[src/rtl/display_pkg.sv]
// Default video mode (640x480 @ 60 Hz, 25.2 MHz pixel clock) and the coordinate type.
package display_pkg;

    localparam int   DT_CORDW    = 10;
    localparam int   DT_H_ACTIVE = 640;
    localparam int   DT_H_FP     = 16;
    localparam int   DT_H_SYNC   = 96;
    localparam int   DT_H_BP     = 48;
    localparam int   DT_V_ACTIVE = 480;
    localparam int   DT_V_FP     = 10;
    localparam int   DT_V_SYNC   = 2;
    localparam int   DT_V_BP     = 33;
    localparam logic DT_H_POL    = 1'b0;
    localparam logic DT_V_POL    = 1'b0;

    typedef logic [DT_CORDW-1:0] coord_t;

endpackage

[src/rtl/sync_2ff.sv]
// Generic two-flop synchroniser for a single-bit level crossing into clk.
module sync_2ff (
    input  logic clk,
    input  logic rst_n,
    input  logic d,
    output logic q
);

    logic meta;

    always_ff @(posedge clk) begin
        if (!rst_n) begin
            meta <= 1'b0;
            q    <= 1'b0;
        end else begin
            meta <= d;
            q    <= meta;
        end
    end

endmodule

[src/rtl/display_timings.sv]
// Raster timing generator: coordinates, syncs, data enable and frame/line strobes.
// Build option DT_LOCK_SYNC_EN: hold in reset until the synchronised clk_locked is high.
module display_timings
    import display_pkg::*;
#(
    parameter int   CORDW    = DT_CORDW,
    parameter int   H_ACTIVE = DT_H_ACTIVE,
    parameter int   H_FP     = DT_H_FP,
    parameter int   H_SYNC   = DT_H_SYNC,
    parameter int   H_BP     = DT_H_BP,
    parameter int   V_ACTIVE = DT_V_ACTIVE,
    parameter int   V_FP     = DT_V_FP,
    parameter int   V_SYNC   = DT_V_SYNC,
    parameter int   V_BP     = DT_V_BP,
    parameter logic H_POL    = DT_H_POL,
    parameter logic V_POL    = DT_V_POL
) (
    input  logic             clk_pix,
    input  logic             rst_n,
    input  logic             clk_locked,
    output logic [CORDW-1:0] sx,
    output logic [CORDW-1:0] sy,
    output logic             hsync,
    output logic             vsync,
    output logic             de,
    output logic             frame,
    output logic             line
);

    localparam int H_TOTAL = H_ACTIVE + H_FP + H_SYNC + H_BP;
    localparam int V_TOTAL = V_ACTIVE + V_FP + V_SYNC + V_BP;

    localparam logic [CORDW-1:0] H_LAST = CORDW'(H_TOTAL - 1);
    localparam logic [CORDW-1:0] V_LAST = CORDW'(V_TOTAL - 1);
    localparam logic [CORDW-1:0] H_ACT  = CORDW'(H_ACTIVE);
    localparam logic [CORDW-1:0] V_ACT  = CORDW'(V_ACTIVE);
    localparam logic [CORDW-1:0] HS_BEG = CORDW'(H_ACTIVE + H_FP);
    localparam logic [CORDW-1:0] HS_END = CORDW'(H_ACTIVE + H_FP + H_SYNC);
    localparam logic [CORDW-1:0] VS_BEG = CORDW'(V_ACTIVE + V_FP);
    localparam logic [CORDW-1:0] VS_END = CORDW'(V_ACTIVE + V_FP + V_SYNC);

    if (H_FP == 0 || H_SYNC == 0 || H_BP == 0 || V_FP == 0 || V_SYNC == 0 || V_BP == 0 ||
        H_TOTAL > (1 << CORDW) || V_TOTAL > (1 << CORDW)) begin : g_bad_params
        $error("display_timings: zero porch/sync width or total exceeds 2**CORDW");
    end

    logic run;

`ifdef DT_LOCK_SYNC_EN
    logic lock_s;

    sync_2ff u_lock_sync (
        .clk   (clk_pix),
        .rst_n (rst_n),
        .d     (clk_locked),
        .q     (lock_s)
    );

    assign run = rst_n && lock_s;
`else
    logic unused_clk_locked;
    assign unused_clk_locked = clk_locked;
    assign run = rst_n;
`endif

    logic [CORDW-1:0] sx_nx, sy_nx;

    always_comb begin
        sx_nx = sx + CORDW'(1);
        sy_nx = sy;
        if (sx == H_LAST) begin
            sx_nx = '0;
            sy_nx = (sy == V_LAST) ? '0 : sy + CORDW'(1);
        end
    end

    // Flags decode the next coordinates so they line up with the registered sx/sy.
    always_ff @(posedge clk_pix) begin
        if (!run) begin
            sx    <= H_LAST;
            sy    <= V_LAST;
            hsync <= !H_POL;
            vsync <= !V_POL;
            de    <= 1'b0;
            frame <= 1'b0;
            line  <= 1'b0;
        end else begin
            sx    <= sx_nx;
            sy    <= sy_nx;
            hsync <= (sx_nx >= HS_BEG && sx_nx < HS_END) ? H_POL : !H_POL;
            vsync <= (sy_nx >= VS_BEG && sy_nx < VS_END) ? V_POL : !V_POL;
            de    <= (sx_nx < H_ACT) && (sy_nx < V_ACT);
            frame <= (sx_nx == '0) && (sy_nx == '0);
            line  <= (sx_nx == '0);
        end
    end

endmodule
[config.mk]
export PLATFORM = sky130hd
export DESIGN_NAME = display_timings
export DESIGN_NICKNAME = d
export VERILOG_FILES = /design/src/rtl/display_pkg.sv /design/src/rtl/sync_2ff.sv /design/src/rtl/display_timings.sv
export SDC_FILE = /design/constraint.sdc
export NUM_CORES = 1
export LEC_CHECK = 0
export BUFFER_PORTS_ARGS = -buffer_cell sky130_fd_sc_hd__buf_4
export CORE_ASPECT_RATIO = 0.6
export CORE_UTILIZATION = 50
export DETAILED_ROUTE_END_ITERATION = 12
export GPL_ROUTABILITY_DRIVEN = 0
export PLACE_DENSITY_LB_ADDON = 0.12
export SYNTH_ARGS = -nofsm -noshare
export SYNTH_HDL_FRONTEND = slang
export SYNTH_HIERARCHICAL = 1
export SYNTH_SLANG_ARGS = --single-unit
[constraint.sdc]
create_clock -name clk_pix -period 7.3 [get_ports clk_pix]
set_clock_uncertainty 0.1 [all_clocks]
set_input_delay 1.46 -clock clk_pix [delete_from_list [all_inputs] [get_ports clk_pix]]
set_output_delay 1.46 -clock clk_pix [all_outputs]
set_load 0.1 [all_outputs]
==> results.md <==
* Post-DP HPWL at about 2800 µm
* Multi-input gate area at 938 µm²
* Vias per cell at about 6.0
* Yosys reg bits at 25
* Pwr Total at 0.802 mW
* Synth Area in Simple Gates at 32.8%
* Share of the yosys chip area belonging to registers at between 30 and 40%
* Routed wl met2 at 1480 µm
* Number of enable flip-flop cells after synthesis at 0
* Cell mode on critical path: nand4_1
* Wire per inst at about 15 µm
* Largest family of logic cells by synthesized area: simple AND/OR/NAND/NOR gates
* Starting density of the core at a little over half
* Least-Margin Pin Slew at 1.22 ns
* Dpl cells at ~250
* Layout Nets at approximately 220
* Share of cells above drive strength 1 at 18.6%
* Finished Core Util at 59.1%
* Min Tclk post-route at ~3.5 ns
* Via count at 1512
* Largest net degree at the start of global routing at 21
* Xor/xnor share of the synthesized area at 6.55%
* Post-synthesis adder-cell area fraction at around 2.3%
* CTS resizes at 0
* Ys flop type: dfxtp_1
* Fin crit share at a little under half
* Worst-path clk slew at 0.09 ns
* Clock sinks at 25
* Initial antenna violation count at 0
* Core area at between 2000 and 3000 µm²
* Hold Crit Class: reg -> reg
* Slowest stage cell, crit path: nor3_1
* Startpoint types: flip-flop
* Max Cap Viol at 0
* Fillers at around 280
* Status: finished, final reports clean
* Slew headroom at 18.3%
* Wire length of the first global-routing pass at 6130 µm
* Bufs and invs on worst path at 0
* CTS root buffer: clkbuf_8
* Ant diodes at 0
* Final instance count without filler cells at 252
* GR Overflow Total at 0
* Overall Global Routing Usage at roughly a quarter
* Met3 wire length at between 400 and 500 µm
* Ys async rst share at 0%
* Final WL at between 3000 and 4000 µm
* Worst-path cell chain: ha_1 -> nand4_1 -> nor3_1 -> nand4_1 -> xor2_1 -> nor4_1 -> nand4b_1
* Num CTS Buffers at 3
* RSZ-0062 raised after global routing: false
* Buffers on Ports at 26
* Worst VDD drop at between 0.0003 and 0.0004 V
* Synth Cell Area at between 1500 and 2000 µm²
* PwrDens at roughly 460 nW/µm²
* Area grow syn2layout at 9.12%
* Final count of hold timing violations at 0
* Detailed Routing Iterations Pass 1 at 4
* Share of the synthesized area in the top cell type at between 30% and 40%
* H-tree depth at 1
* Fin Setup TNS at 0 ns
* LEAKAGE at 0.671 nW
* Routed metal-1 wirelength at 1910 µm
* Die W at approximately 75 µm
* Cells after Synth at roughly 200
* Initial DRC Count at 159
* Vias in the first global route at ~1200
* FP Rows at 15
* # hold bufs at CTS at 0
* CP Class: reg -> reg
* Die Ht at between 40 and 50 µm
* Clk_lat worst skew at about 0.27 ns
* Clk buf depth at 2
* Top Layer Used: met4
* Crit-path max FO at 11
* Worst path arrival time at 3.50 ns
* Crit-path max cell delay at 1.05 ns
* # setup viols final at 0
* TritonCTS clock tree: done
* Synthesized Nets at about 200
* Delay-heaviest family, CP: simple AND/OR/NAND/NOR gates
* Die ar. at about 3400 µm²
* Mux share of post-synthesis cell area at less than 1%
* Drt drc at 0
* CP endpoint kind: flip-flop
* Post-CTS setup repair buffer count at 0
* Slew Limit Fails at 0
* CP required at about 7.3 ns
* Post-route ant nets at 0
* Top post-synthesis cells by area: dfxtp_1 (31%), nand2_1 (4.9%), xnor2_1 (4.4%)
* Fmax at between 0.2 and 0.3 GHz
* Synth warn at 6
* # IOs at 28
* Register area at ~500 µm²
* Synth Area in Compound Gates at about 16%
* Post-synth top area cell: dfxtp_1
* Mapped Avg Cell Area at 8.19 µm²
* Post-synth cell types at 45
cell families (layout without fill, tap and decap cells):
family / after synthesis / count (layout)
multiplexers: 1 / 1
XOR/XNOR: 12 / 12
AND/OR/NAND/NOR: 94 / 94
adder cells (fa/ha/maj): 3 / 3
buffers and inverters: 21 / 35
flip-flops: 25 / 25
AO/OA/AOI/OAI: 40 / 40
per-layer routing:
| metal | vias to the layer above | GRT usage, % |
|---|---|---|
| met5 | - | 0 |
| met4 | 0 | 5.19 |
| met3 | 4 | 6.86 |
| met2 | 92 | 30.1 |
| met1 | 680 | 39.2 |
| li1 | 736 | - |
worst reg2reg max path: stages, from the launching register on:
cell	delay, ns
dfxtp_1	0.42
ha_1	0.36
nand4_1	0.31
nor3_1	1.05
nand4_1	0.22
xor2_1	0.24
nor4_1	0.47
nand4b_1	0.15
per-stage QoR:
stage | hold WS (ns) | worst slack [ns] | instance area [µm²]
6_report | 0.462 | 3.84 | 1750
5_1_grt | 0.502 | 3.54 | 1750
4_1_cts | 0.481 | 3.91 | 1750
3_5_place_dp | 0.456 | 3.94 | 1710
3_3_place_gp | 0.419 | 4.06 | 1710
2_1_floorplan | 0.847 | 4.10 | 1610
state kept, by name, summed over array words and instances, names as in the netlist:
signal and cells:
de 1, frame 1, hsync 1, line 1
sx 10, sy 10, vsync 1
area by class of cell:
class	instances	share of cell area, %
multi-input combinational	150	53.6
sequential	25	28.6
timing repair buffer	26	11.1
tap	42	3.00
clock buffer	3	2.36
inverter	5	1.07
clock inverter	1	0.286
placed cells by master (no fill, tap or decap), types with 3 or more instances in the layout:
master    Yosys  final
dfxtp_1      25     25
nand4_1       4      4
o21ai_0      11     11
xor2_1        4      4
and3_1        4      4
nand4b_1      3      3
a21boi_0      3      3
nand3_1      10     10
clkbuf_8      4      3
nand2b_1      5      5
nor2b_1       8      8
buf_4         2     26
nor3_1       10     10
ha_1          3      3
nor4_1        4      4
inv_1         5      5
nor2_1       13     13
a31oi_1       4      4
xnor2_1       8      8
nand2_1      21     21
a21oi_1       6      6
worst paths after layout:
path         slack (ns)  startpoint     to  depth (start not counted)
max                3.84       sx[0]  vsync                          7
min                0.46       sx[0]  sx[0]                          1
max reg2reg        3.84       sx[0]  vsync                          7
min reg2reg        0.46       sx[0]  sx[0]                          1
cells in the mapped netlist, types with 3 or more instances:
| cell | number |
|---|---|
| ha_1 | 3 |
| a31oi_1 | 4 |
| nor3_1 | 10 |
| nand2b_1 | 5 |
| a21boi_0 | 3 |
| dfxtp_1 | 25 |
| nand2_1 | 21 |
| buf_6 | 5 |
| inv_1 | 5 |
| nor2_1 | 13 |
| nand3_1 | 10 |
| nand4_1 | 4 |
| o21ai_0 | 11 |
| a21oi_1 | 6 |
| clkbuf_1 | 3 |
| xnor2_1 | 8 |
| xor2_1 | 4 |
| clkbuf_8 | 4 |
| nor2b_1 | 8 |
| nor4_1 | 4 |
| and3_1 | 4 |
| nand4b_1 | 3 |
power breakdown:
| part | total [mW] | internal [mW] | switching, mW |
|---|---|---|---|
| combinational | 0.500 | 0.139 | 0.360 |
| sequential | 0.220 | 0.163 | 0.0571 |
| clock | 0.0817 | 0.0382 | 0.0435 |
(Power assumes the default switching activity.)
